File: config.mk
export PLATFORM = sky130hd
export DESIGN_NAME = multiword_adder_sequencer
export DESIGN_NICKNAME = d
export VERILOG_FILES = /design/src/rtl/multiword_adder_sequencer.sv
export SDC_FILE = /design/constraint.sdc
export NUM_CORES = 1
export LEC_CHECK = 0
export ABC_CLOCK_PERIOD_IN_PS = 10330
export CAP_MARGIN = 10
export CORE_ASPECT_RATIO = 1.1
export CORE_UTILIZATION = 52
export CTS_CLUSTER_DIAMETER = 100
export DETAILED_ROUTE_END_ITERATION = 16
export GPL_TIMING_DRIVEN = 1
export PLACE_DENSITY = 0.9
export SYNTH_ARGS = -nofsm -noshare
export SYNTH_HDL_FRONTEND = slang
export SYNTH_SLANG_ARGS = --single-unit
File: constraint.sdc
create_clock -name clk -period 10.33 [get_ports clk]
set_input_delay 3.099 -clock clk [delete_from_list [all_inputs] [get_ports clk]]
set_output_delay 3.099 -clock clk [all_outputs]
set_load 0.02 [all_outputs]
File: src/rtl/multiword_adder_sequencer.sv
// Wide adder that reuses one NUMBITS-wide ripple-carry slice over WORDS cycles, LSW first.
// Optional macro SUBTRACT_EN adds a 'sub' input that turns the operation into A-B.

module ripple_carry_adder #(
    parameter int unsigned NUMBITS = 16
) (
    input  logic [NUMBITS-1:0] a,
    input  logic [NUMBITS-1:0] b,
    input  logic               carryin,
    output logic [NUMBITS-1:0] sum,
    output logic               carryout
);

    logic [NUMBITS:0] w_c;

    assign w_c[0] = carryin;

    // Plain full-adder chain, no synthesis-tool adder inference.
    for (genvar i = 0; i < NUMBITS; i++) begin : g_fa
        assign sum[i]    = a[i] ^ b[i] ^ w_c[i];
        assign w_c[i+1]  = (a[i] & b[i]) | (w_c[i] & (a[i] ^ b[i]));
    end

    assign carryout = w_c[NUMBITS];

endmodule

module multiword_adder_sequencer #(
    parameter int unsigned NUMBITS = 16,
    parameter int unsigned WORDS   = 4
) (
    input  logic                       clk,
    input  logic                       rst_n,
    input  logic                       start,
`ifdef SUBTRACT_EN
    input  logic                       sub,
`endif
    input  logic [NUMBITS*WORDS-1:0]   A,
    input  logic [NUMBITS*WORDS-1:0]   B,
    input  logic                       carryin,
    output logic                       busy,
    output logic                       done,
    output logic [NUMBITS*WORDS-1:0]   result,
    output logic                       carryout,
    output logic                       overflow
);

    localparam int unsigned W     = NUMBITS * WORDS;
    localparam int unsigned IDX_W = $clog2(WORDS);

    typedef enum logic [1:0] {
        S_IDLE = 2'd0,
        S_RUN  = 2'd1,
        S_DONE = 2'd2
    } state_t;

    state_t               r_state;
    state_t               w_state_nxt;
    logic                 w_busy_nxt;
    logic                 w_done_nxt;
    logic                 w_last;
    logic                 w_accept;

    logic [W-1:0]         r_a;
    logic [W-1:0]         r_b;
    logic                 r_carry;
    logic [IDX_W-1:0]     r_idx;
    logic [NUMBITS-1:0]   r_shadow [WORDS];

    logic [NUMBITS-1:0]   w_a_words [WORDS];
    logic [NUMBITS-1:0]   w_b_words [WORDS];
    logic [NUMBITS-1:0]   w_sum;
    logic                 w_cout;
    logic [W-1:0]         w_full_sum;

    assign w_last   = (r_idx == IDX_W'(WORDS - 1));
    assign w_accept = (r_state == S_IDLE) && start;

    // Word views of the captured operands; full sum merges the word being added now.
    for (genvar k = 0; k < WORDS; k++) begin : g_words
        assign w_a_words[k] = r_a[k*NUMBITS +: NUMBITS];
        assign w_b_words[k] = r_b[k*NUMBITS +: NUMBITS];
        assign w_full_sum[k*NUMBITS +: NUMBITS] =
            (r_idx == IDX_W'(k)) ? w_sum : r_shadow[k];
    end

    ripple_carry_adder #(
        .NUMBITS (NUMBITS)
    ) u_rca (
        .a        (w_a_words[r_idx]),
        .b        (w_b_words[r_idx]),
        .carryin  (r_carry),
        .sum      (w_sum),
        .carryout (w_cout)
    );

    always_ff @(posedge clk or negedge rst_n) begin
        if (!rst_n) begin
            r_state <= S_IDLE;
            busy    <= 1'b0;
            done    <= 1'b0;
        end else begin
            r_state <= w_state_nxt;
            busy    <= w_busy_nxt;
            done    <= w_done_nxt;
        end
    end

    always_comb begin
        w_state_nxt = r_state;
        w_busy_nxt  = 1'b0;
        w_done_nxt  = 1'b0;
        case (r_state)
            S_IDLE: begin
                if (start) begin
                    w_state_nxt = S_RUN;
                    w_busy_nxt  = 1'b1;
                end
            end
            S_RUN: begin
                if (w_last) begin
                    w_state_nxt = S_DONE;
                    w_done_nxt  = 1'b1;
                end else begin
                    w_busy_nxt  = 1'b1;
                end
            end
            S_DONE: begin
                w_state_nxt = S_IDLE;
            end
            default: begin
                w_state_nxt = S_IDLE;
            end
        endcase
    end

    // Operand capture, per-word iteration, and publication of the finished sum.
    always_ff @(posedge clk or negedge rst_n) begin
        if (!rst_n) begin
            r_a      <= '0;
            r_b      <= '0;
            r_carry  <= 1'b0;
            r_idx    <= '0;
            result   <= '0;
            carryout <= 1'b0;
            overflow <= 1'b0;
            for (int k = 0; k < WORDS; k++) begin
                r_shadow[k] <= '0;
            end
        end else if (w_accept) begin
            r_a   <= A;
            r_idx <= '0;
`ifdef SUBTRACT_EN
            r_b     <= sub ? ~B : B;
            r_carry <= sub | carryin;
`else
            r_b     <= B;
            r_carry <= carryin;
`endif
        end else if (r_state == S_RUN) begin
            r_shadow[r_idx] <= w_sum;
            r_carry         <= w_cout;
            if (w_last) begin
                result   <= w_full_sum;
                carryout <= w_cout;
                overflow <= (r_a[W-1] == r_b[W-1]) && (w_full_sum[W-1] != r_a[W-1]);
            end else begin
                r_idx <= r_idx + IDX_W'(1);
            end
        end
    end

endmodule

==> results.md, run 1 <==
- Status: completed
- Power Dens Cells: 406.2 mW/mm²
- Crit path max fanout: 30
- Class of the worst hold path: reg -> reg
- Unrepaired setup endpoints after global routing: no
- Die X-Extent: 140.4 µm
- Sequential fraction of the synthesis area: 56.89%
- Final Hold Fails: 0
- Commonest cells post-synth: 249 x dfrtp_1, 170 x mux2_2, 99 x nand2_1, 59 x o21ai_0, 48 x mux2i_1
- Gr usage total: 22.67%
- PostCTS Resize Cnt: 0
- Starting Density: 53.05%
- Vias: 6632
- Setup TNS: 0 ns
- Final Cycle Share: 83.75%
- Clk_lat worst skew: 0.52 ns
- PortBufs: 199
- Leak pwr: 5.938 nW
- Number of flops mapped to enable cells by yosys: 0
- Synth Cell Area: 0.01095 mm²
- Worst-Margin Slew: 1.188 ns
- Endpoints failing setup: 0
- Routed WL per cell: 19.05 µm
- # diodes: 0
- Post-CTS repair timing setup buffer count: 0
- Final Power: 0.005638 W
- Clock sink count: 249
- Worst Setup Start Kind: register
- Cts hold-fix bufs: 0
- Final Net Count: 1099
- 1st-pass router iterations: 5
- Fmax: 115.6 MHz
- Max_cap viols: 0
- DP HPWL: 15850 µm
- First-pass GRT wire length: 38010 µm
- Initial antenna violation count: 1
- Minimum clock period: 8.652 ns
- Reg-to-reg setup timing slack: 1.68 ns
- Clock tree from TritonCTS: built
- Post-DR vias/cell: 5.436
- Post-Syn Nets: 912
- Die area: 0.02165 mm²
- Root Driver: clkbuf_16
- Distinct cells, synth: 28
- Slew headroom: 20.78%
- First DRT Iteration DRCs: 295
- Routed WL: 23240 µm
- Routed Antenna Nets: 0
- Post-Syn Area per Cell: 14.41 µm²
- Peak supply drop: 226.3 µV
- Ranking of synthesized cells by area: dfrtp_1 57%, mux2_2 17%, mux4_2 6.6%
- Routability cong.: 0.7607
- Yosys warnings: 0
- Post-layout util: 67.24%
- Row count: 55
- Top cell type's share of synthesized area: 56.89%
- Grt ovf: 0
- FF+latch count, synth: 249
- Sequential cell area: 0.006233 mm²
- Ys async rst share: 100.0%
- Filler cells: 1425
- Ports: 200
- Vias in the first global route: 7089
- Die Y: 154.2 µm
- Most common cell in the netlist: dfrtp_1
- CP endpoint kind: register
- DRC Markers: 0
- Worst Path Arrival: 9.08 ns
- Top_reg_cell synth: dfrtp_1
- Area of the multi-input gates: 0.004335 mm²
- CORE AREA: 0.02064 mm²
- Pins Over Slew Limit: 0
- CTS buffer count: 26
- Worst path required time: 10.76 ns
- Max clock buf depth: 3
- H-Tree Level Count: 1
- Synth area leader: dfrtp_1
- Largest net degree at the start of global routing: 126
- Area delta synth->final: 26.74%
- Clk_skew: 0.01045 ns
- Register clock-pin slew on the reported worst setup and hold paths: 0.06 ns
- Cells after Synth: 760
- Layout cells sized above 1: 26.66%
- CP Class: reg -> reg
==> power breakdown <==
part,switching (W),internal [W]
sequential,0.000285,0.00147
clock,0.000367,0.000586
combinational,0.00152,0.00141
==> worst max-delay path: stages, from the launching register on <==
cell and delay, ns:
dfrtp_2 0.49, buf_4 0.53, mux4_2 0.62, fa_1 0.45
fa_1 0.39, fa_1 0.40, fa_1 0.39, fa_1 0.39
fa_1 0.40, fa_1 0.40, fa_1 0.40, fa_1 0.41
fa_1 0.47, fa_1 0.47, fa_1 0.43, inv_1 0.10
fa_1 0.17, inv_1 0.06, fa_1 0.41, inv_1 0.08
fa_1 0.50, or3_1 0.40, a31oi_1 0.18
==> through the flow <==
stage | area [µm²] | setup slack [ns] | hold WS [ns] | cells
final | 13880 | 1.678 | 0.4770 | 1220
after global routing | 13880 | 1.316 | 0.4953 | 1220
after CTS | 13880 | 1.621 | 0.4814 | 1220
after detailed placement | 13010 | 1.647 | 0.4676 | 1175
after global placement | 13010 | 1.737 | 0.4599 | 1175
after floorplan | 10950 | 2.003 | 0.4492 | 760
==> layout make-up <==
cell class / instances / area share (%)
Sequential cell: 249 / 44.90
Multi-Input combinational cell: 448 / 31.23
Timing Repair Buffer: 208 / 14.87
Clock buffer: 39 / 5.552
Tap cell: 256 / 2.307
Clock inverter: 6 / 0.7571
Inverter: 14 / 0.3785
==> layout by cell type, fill, tap and decap left out, types with 3 or more instances in the layout <==
master / netlist / routed
a21oi_1: 3 / 3
buf_4: 4 / 9
bufinv_16: 0 / 3
clkbuf_1: 10 / 7
clkbuf_16: 0 / 27
clkbuf_8: 0 / 5
clkdlybuf4s50_1: 0 / 198
clkinv_2: 0 / 3
dfrtp_1: 249 / 247
fa_1: 16 / 16
ha_1: 4 / 4
inv_1: 13 / 13
mux2_2: 170 / 170
mux2i_1: 48 / 48
mux4_2: 32 / 32
nand2_1: 99 / 99
nand3b_4: 3 / 3
o21ai_0: 59 / 59
==> flip-flops by register name (all words and copies together), names as in the netlist <==
name      count
overflow      1
carryout      1
r_state       2
result       64
r_carry       1
r_idx         2
r_shadow     48
r_a          64
done          1
busy          1
r_b          64
==> worst paths after layout <==
check | from | to | cells past startpoint
min in group asynchronous | rst_n | result[9] | 1
hold reg to reg | result[10] | result[10] | 2
max in group asynchronous | rst_n | r_idx[1] | 2
hold / removal | result[10] | result[10] | 2
setup / recovery | r_idx[0] | overflow | 22
setup reg to reg | r_idx[0] | overflow | 22
==> per-layer routing <==
metal,track usage (%),wire [µm],up-vias
li1,-,-,3043
met1,30.09,9799,3312
met2,37.67,11470,224
met3,4.241,1295,51
met4,7.849,662,2
met5,0,12,-
==> kinds of logic (layout without fill, tap and decap cells) <==
family,count (synthesis),in the layout,synth area share [%]
fa+ha+maj,20,20,3.381
buf+inv,63,267,3.530
simple gates,113,113,4.672
compound gates,64,64,2.947
mux,251,251,28.58
flops,249,249,56.89
(Power assumes the default switching activity.)
==> run 2, diff against run 1 <==
--- a/config.mk
+++ b/config.mk
@@ -5,7 +5,7 @@
 export SDC_FILE = /design/constraint.sdc
 export NUM_CORES = 1
 export LEC_CHECK = 0
-export ABC_CLOCK_PERIOD_IN_PS = 10330
+export ABC_CLOCK_PERIOD_IN_PS = 8400
 export CAP_MARGIN = 10
 export CORE_ASPECT_RATIO = 1.1
 export CORE_UTILIZATION = 52
==> constraint.sdc (replaced) <==
create_clock -name clk -period 8.4 [get_ports clk]
set_input_delay 2.52 -clock clk [delete_from_list [all_inputs] [get_ports clk]]
set_output_delay 2.52 -clock clk [all_outputs]
set_load 0.02 [all_outputs]
==> results.md, run 2 (same netlist as run 1, synthesis figures left out) <==
- Status: completed
- Setup TNS: 0 ns (unchanged)
- Initial antenna violation count: 2 (+1)
- Clk_lat worst skew: 0.51 ns (about the same)
- Commonest non-fill, non-tap cell in the layout: dfrtp_1
- Delay of the slowest critical-path stage: 0.55 ns (-0.07 ns)
- Register clock-pin slew on the reported worst setup and hold paths: 0.06 ns (about the same)
- Max_cap viols: 0 (unchanged)
- Power Dens Cells: 501.7 mW/mm² (+24%)
- Psw: 0.002692 W (+24%)
- Most frequent cells in the layout: 247 x dfrtp_1, 198 x clkdlybuf4s50_1, 170 x mux2_2
- Endpoints failing setup: 0 (unchanged)
- H-Tree Level Count: 1 (unchanged)
- Post-layout util: 67.44% (+0.20 points)
- Class of the worst hold path: reg -> reg
- Post-CTS repair timing setup buffer count: 0 (unchanged)
- First-pass GRT wire length: 37420 µm (-1.6%)
- Global routing usage on met3: 4.025% (-0.22 points)
- Root Driver: clkbuf_16
- Hold slack: 0.4741 ns (-0.002891 ns)
- Fmax: 124.4 MHz (+7.6%)
- Post-DR vias/cell: 5.463 (+0.50%)
- Routed WL: 23090 µm (-0.65%)
- Met2 Use GR: 37.19% (-0.48 points)
- Routability cong.: 0.7617 (+0.13%)
- Largest net degree at the start of global routing: 138 (+9.5%)
- Worst Path Arrival: 8.47 ns (-0.61 ns)
- Buf+Inv Stages, Crit Path: 3 (-1)
- Die area: 0.02165 mm² (unchanged)
- Final Hold Fails: 0 (unchanged)
- DP HPWL: 15840 µm (about the same)
- PortBufs: 199 (unchanged)
- Grt ovf: 0 (unchanged)
- Unrepaired setup endpoints after global routing: no
- CP Class: reg -> reg
- Switching part of the total: 38.54% (+0.043 points)
- Pins Over Slew Limit: 0 (unchanged)
- Vias: 6687 (+0.83%)
- First DRT Iteration DRCs: 293 (-0.68%)
- Placement Setup Slack: 0.1641 ns (-1.483 ns)
- Layout cells sized above 1: 27.92% (+1.3 points)
- CP endpoint kind: register
- Ports: 200 (unchanged)
- Largest registers: r_a: 64 flops, r_b: 64 flops, result: 64 flops
- Clock Power Share: 16.5% (-0.4 points)
- Leak pwr: 5.955 nW (+0.30%)
- CTS buffer count: 25 (-3.8%)
- Worst Setup Slack, final: 0.3620 ns (-1.316 ns)
- Row count: 55 (unchanged)
- Routed WL per cell: 18.86 µm (-0.97%)
- Combinational power share: 52.8% (+0.9 points)
- Area delta synth->final: 27.12%
- 1st-pass router iterations: 7 (+2)
- DRC Markers: 0 (unchanged)
- Starting Density: 53.05% (unchanged)
- GRT busiest layer: met2
- Slowest CP cell: mux4_2
- DP Cell Count: 1178 (+0.26%)
- Sequential share of power: 30.7% (-0.5 points)
- Max clock buf depth: 3 (unchanged)
- Worst-Margin Slew: 1.212 ns (+0.02336 ns)
- Internal power: 0.004294 W (+24%)
- Filler cells: 1424 (-0.070%)
- Critical path, cell by cell: mux4_2 > fa_2 > fa_1 > fa_1 > fa_1 > fa_1 > fa_1 > fa_1 > fa_1 > fa_2 > fa_2 > fa_2 > fa_1 > fa_1 > inv_1 > fa_1 > inv_1 > fa_1 > inv_1 > fa_1 > or3_1 > a31oi_2
- Die Y: 154.2 µm (unchanged)
- Crit path max fanout: 4 (-87%)
- Slew headroom: 19.22% (-1.6 points)
- CORE AREA: 0.02064 mm² (unchanged)
- Clock sink count: 249 (unchanged)
- Final Net Count: 1101 (+0.18%)
- M1 GR Usage: 29.25% (-0.84 points)
- Final Cycle Share: 95.69% (+12 points)
- Vias in the first global route: 7100 (+0.16%)
- Routed Antenna Nets: 0 (unchanged)
- Clk_skew: 0.01291 ns (+0.002464 ns)
- Peak supply drop: 304.8 µV (+35%)
- Critical path's top delay family: adder cells
- Fin cells: 1224 (+0.33%)
- Minimum clock period: 8.038 ns (-0.6139 ns)
- Crit path top cell by count: fa_1
- Clock tree from TritonCTS: built
- Die X-Extent: 140.4 µm (unchanged)
- Worst Setup Start Kind: register
- Gr usage total: 22.24% (-0.43 points)
- Worst path required time: 8.83 ns (-1.93 ns)
==> run 2: worst min-delay path, stage by stage, from the launching register on <==
cell     delay, ns
dfrtp_1       0.34
nand2_1       0.05
nand2_1       0.05
==> run 2: routing by layer <==
layer	up-vias	wire [µm]
li1	3054	-
met3	53	1252
met5	-	12
met2	208	11480
met4	2	635
met1	3370	9703
==> run 2: timing repair <==
| action | in CTS | in global routing |
|---|---|---|
| resized for setup | 0 | 6 |
| hold buffers | 0 | 0 |
| setup endpoints to repair | 0 | 4 |
==> run 2: metrics by stage <==
step	cell area [µm²]	power, W
after floorplan	10950	0.004620
after global placement	13030	0.005654
after detailed placement	13030	0.005811
after CTS	13900	0.007002
after global routing	13920	0.007470
final	13920	0.006986
==> run 2: final timing paths <==
check / start / end / slack [ns] / cells past startpoint
worst max-delay path: r_idx[0] / overflow / 0.36 / 22
worst min register to register: result[55] / result[55] / 0.47 / 2
min in group asynchronous: rst_n / r_shadow[57] / 2.09 / 1
worst max register to register: r_idx[0] / overflow / 0.36 / 22
max in group asynchronous: rst_n / r_idx[0] / 4.65 / 2
worst min-delay path: result[55] / result[55] / 0.47 / 2
==> run 2: final cells by class <==
type	instances	area [µm²]	share of cell area, %
Sequential cell	249	6233	44.77
Multi-Input combinational cell	448	4352	31.25
Timing Repair Buffer	211	2087	14.99
Clock buffer	37	770.7	5.536
Tap cell	256	320.3	2.300
Clock inverter	8	105.1	0.7549
Inverter	14	52.55	0.3774
Antenna cell	1	2.502	0.01797
==> run 2: power groups by stage <==
stage / Combinational, W / Clock [W] / Sequential (W)
6_report: 0.00369 / 0.00115 / 0.00215
5_1_grt: 0.00402 / 0.00123 / 0.00222
4_1_cts: 0.00368 / 0.00118 / 0.00215
3_5_place_dp: 0.00365 / 0 / 0.00216
3_3_place_gp: 0.00354 / 0 / 0.00212
2_1_floorplan: 0.00241 / 0 / 0.00221
==> run 3, diff against run 2 <==
--- a/config.mk
+++ b/config.mk
@@ -8,10 +8,12 @@
 export ABC_CLOCK_PERIOD_IN_PS = 8400
 export CAP_MARGIN = 10
 export CORE_ASPECT_RATIO = 1.1
+export CORE_MARGIN = 2
 export CORE_UTILIZATION = 52
 export CTS_CLUSTER_DIAMETER = 100
 export DETAILED_ROUTE_END_ITERATION = 16
 export GPL_TIMING_DRIVEN = 1
+export HOLD_SLACK_MARGIN = 0.03
 export PLACE_DENSITY = 0.9
 export SYNTH_ARGS = -nofsm -noshare
 export SYNTH_HDL_FRONTEND = slang
==> results.md, run 3 (same netlist as run 1, synthesis figures left out) <==
- PortBufs: 199 (unchanged)
- Initial antenna violation count: 0 (-2)
- Routed WL: 23570 µm (+2.1%)
- Power Dens Cells: 503.0 mW/mm² (+0.26%)
- GRT busiest layer: met2
- Die X-Extent: 142.4 µm (+1.4%)
- Die Y: 156.2 µm (+1.3%)
- Peak supply drop: 259.6 µV (-15%)
- Final Cycle Share: 96.55% (+0.86 points)
- Filler cells: 1454 (+2.1%)
- Worst Path Arrival: 8.54 ns (+0.07 ns)
- Register clock-pin slew on the reported worst setup and hold paths: 0.06 ns (about the same)
- Class of the worst hold path: reg -> reg
- Clock tree from TritonCTS: built
- Clk_lat worst skew: 0.52 ns (about the same)
- Ports: 200 (unchanged)
- Critical Path Start: r_idx[0]
- Post-DR vias/cell: 5.473 (+0.18%)
- Routed WL per cell: 19.29 µm (+2.3%)
- First DRT Iteration DRCs: 295 (+0.68%)
- CTS buffer count: 25 (unchanged)
- Routed Antenna Nets: 0 (unchanged)
- Fin cells: 1222 (-0.16%)
- Hold Crit Start: result[4]
- Status: completed
- Unrepaired setup endpoints after global routing: no
- Post-DP Area: 0.01304 mm² (about the same)
- First-pass GRT wire length: 38110 µm (+1.8%)
- Max clock buf depth: 3 (unchanged)
- Die area: 0.02224 mm² (+2.7%)
- Fmax: 123.3 MHz (-0.89%)
- Grt ovf: 0 (unchanged)
- Endpoints failing setup: 0 (unchanged)
- Global routing usage on met3: 3.764% (-0.26 points)
- Layout cells sized above 1: 27.23% (-0.70 points)
- Root Driver: clkbuf_16
- Routability cong.: 0.7799 (+2.4%)
- Final Net Count: 1100 (-0.091%)
- M1 GR Usage: 29.55% (+0.30 points)
- Setup TNS: 0 ns (unchanged)
- Clock sink count: 249 (unchanged)
- Row count: 55 (unchanged)
- DP Cell Count: 1176 (-0.17%)
- Post-layout util: 67.42% (about the same)
- Slew headroom: 20.23% (+1.0 points)
- DRC Markers: 0 (unchanged)
- Vias in the first global route: 7151 (+0.72%)
- Sequential share of power: 30.7% (about the same)
- Met2 Use GR: 36.62% (-0.57 points)
- Clk_skew: 0.01828 ns (+0.005373 ns)
- Minimum clock period: 8.110 ns (+0.07242 ns)
- Switching part of the total: 38.42% (-0.12 points)
- Pins Over Slew Limit: 0 (unchanged)
- Worst-Margin Slew: 1.197 ns (-0.01516 ns)
- Area delta synth->final: 27.07% (about the same)
- Vias: 6688 (+0.015%)
- Largest net degree at the start of global routing: 150 (+8.7%)
- Cts hold-fix bufs: 0 (unchanged)
- CP endpoint kind: register
- H-Tree Level Count: 1 (unchanged)
- Worst Setup Start Kind: register
- Psw: 0.002690 W (about the same)
- Worst path required time: 8.83 ns (about the same)
- Most frequent cells in the layout: 247 x dfrtp_1, 198 x clkdlybuf4s50_1, 170 x mux2_2
- Final Hold Fails: 0 (unchanged)
- Max_cap viols: 0 (unchanged)
- Leak pwr: 5.946 nW (-0.16%)
- Gr usage total: 21.84% (-0.39 points)
- Largest registers: r_a: 64 flops, r_b: 64 flops, result: 64 flops
- R2r startpoint: r_idx[0]
- Final Cell Area: 0.01392 mm² (about the same)
- Crit path max fanout: 4 (unchanged)
- Hold slack: 0.4749 ns (+0.0007830 ns)
- Commonest non-fill, non-tap cell in the layout: dfrtp_1
- DP HPWL: 16170 µm (+2.1%)
- Starting Density: 53.05% (unchanged)
- 1st-pass router iterations: 4 (-3)
- Combinational power share: 52.6% (-0.2 points)
- Clock Power Share: 16.7% (+0.2 points)
- # diodes: 0 (-1)
- CP Class: reg -> reg
- CORE AREA: 0.02064 mm² (unchanged)
- Internal power: 0.004311 W (+0.41%)
[run 3: cell count changes in the layout (fill, tap and decap cells not counted), moves of 2 or more]
cell,change
clkbuf_1,+4
clkbuf_8,-5
bufinv_16,+2
buf_4,-3
buf_12,+2
[run 3: area by class of cell]
type                    instances  area (µm²)  area share (%)
flip-flops and latches        249        6233           44.79
multi-input cells             448        4343           31.20
repair buffers                210        2105           15.12
clock buffers                  36       716.9           5.151
well taps                     256       320.3           2.301
clock inverters                 9       147.6           1.061
inverters                      14       52.55          0.3776
[run 3: timing repair]
action	CTS	global route
gates cloned	0	0
gates resized for setup	0	5
pin swaps	0	0
setup buffers	1	0
endpoints found under the setup margin	1	4
[run 3: per-layer routing]
metal	part of all wire (%)	routed length, µm
met4	3.1	741
met1	43	10040
met3	4.8	1122
met2	49	11670
met5	0	0
[run 3: critical path: stages (launching register included)]
cell and delay (ns):
dfrtp_2 0.43, mux4_2 0.55, fa_1 0.43, fa_1 0.39
fa_1 0.39, fa_1 0.39, fa_1 0.40, fa_1 0.40
fa_1 0.40, fa_1 0.39, fa_1 0.41, fa_2 0.38
fa_2 0.41, fa_2 0.41, fa_1 0.44, inv_1 0.11
fa_1 0.18, inv_1 0.05, fa_1 0.41, inv_1 0.08
fa_1 0.42, or3_1 0.38, a31oi_1 0.18
[run 3: path summary, 6_finish.rpt]
check | slack (ns) | end | depth (start not counted)
worst max-delay path | 0.29 | overflow | 22
worst min register to register | 0.47 | result[4] | 2
max in group asynchronous | 5.14 | r_a[4] | 2
worst max register to register | 0.29 | overflow | 22
min in group asynchronous | 2.02 | result[10] | 1
worst min-delay path | 0.47 | result[4] | 2
[run 3: power by group through the flow]
stage / combinational [W] / sequential [W] / clock, W
floorplan: 0.00241 / 0.00221 / 0
global placement: 0.00354 / 0.00212 / 0
detailed placement: 0.00366 / 0.00217 / 0
CTS: 0.00369 / 0.00215 / 0.00120
global route: 0.00403 / 0.00222 / 0.00124
finish: 0.00368 / 0.00215 / 0.00117
[run 3: per-stage QoR]
stage	setup WS [ns]	total power, W
global route	0.03015	0.007487
floorplan	0.07335	0.004620
CTS	0.02314	0.007038
detailed placement	0.001823	0.005828
finish	0.2896	0.007001
global placement	0.1812	0.005660
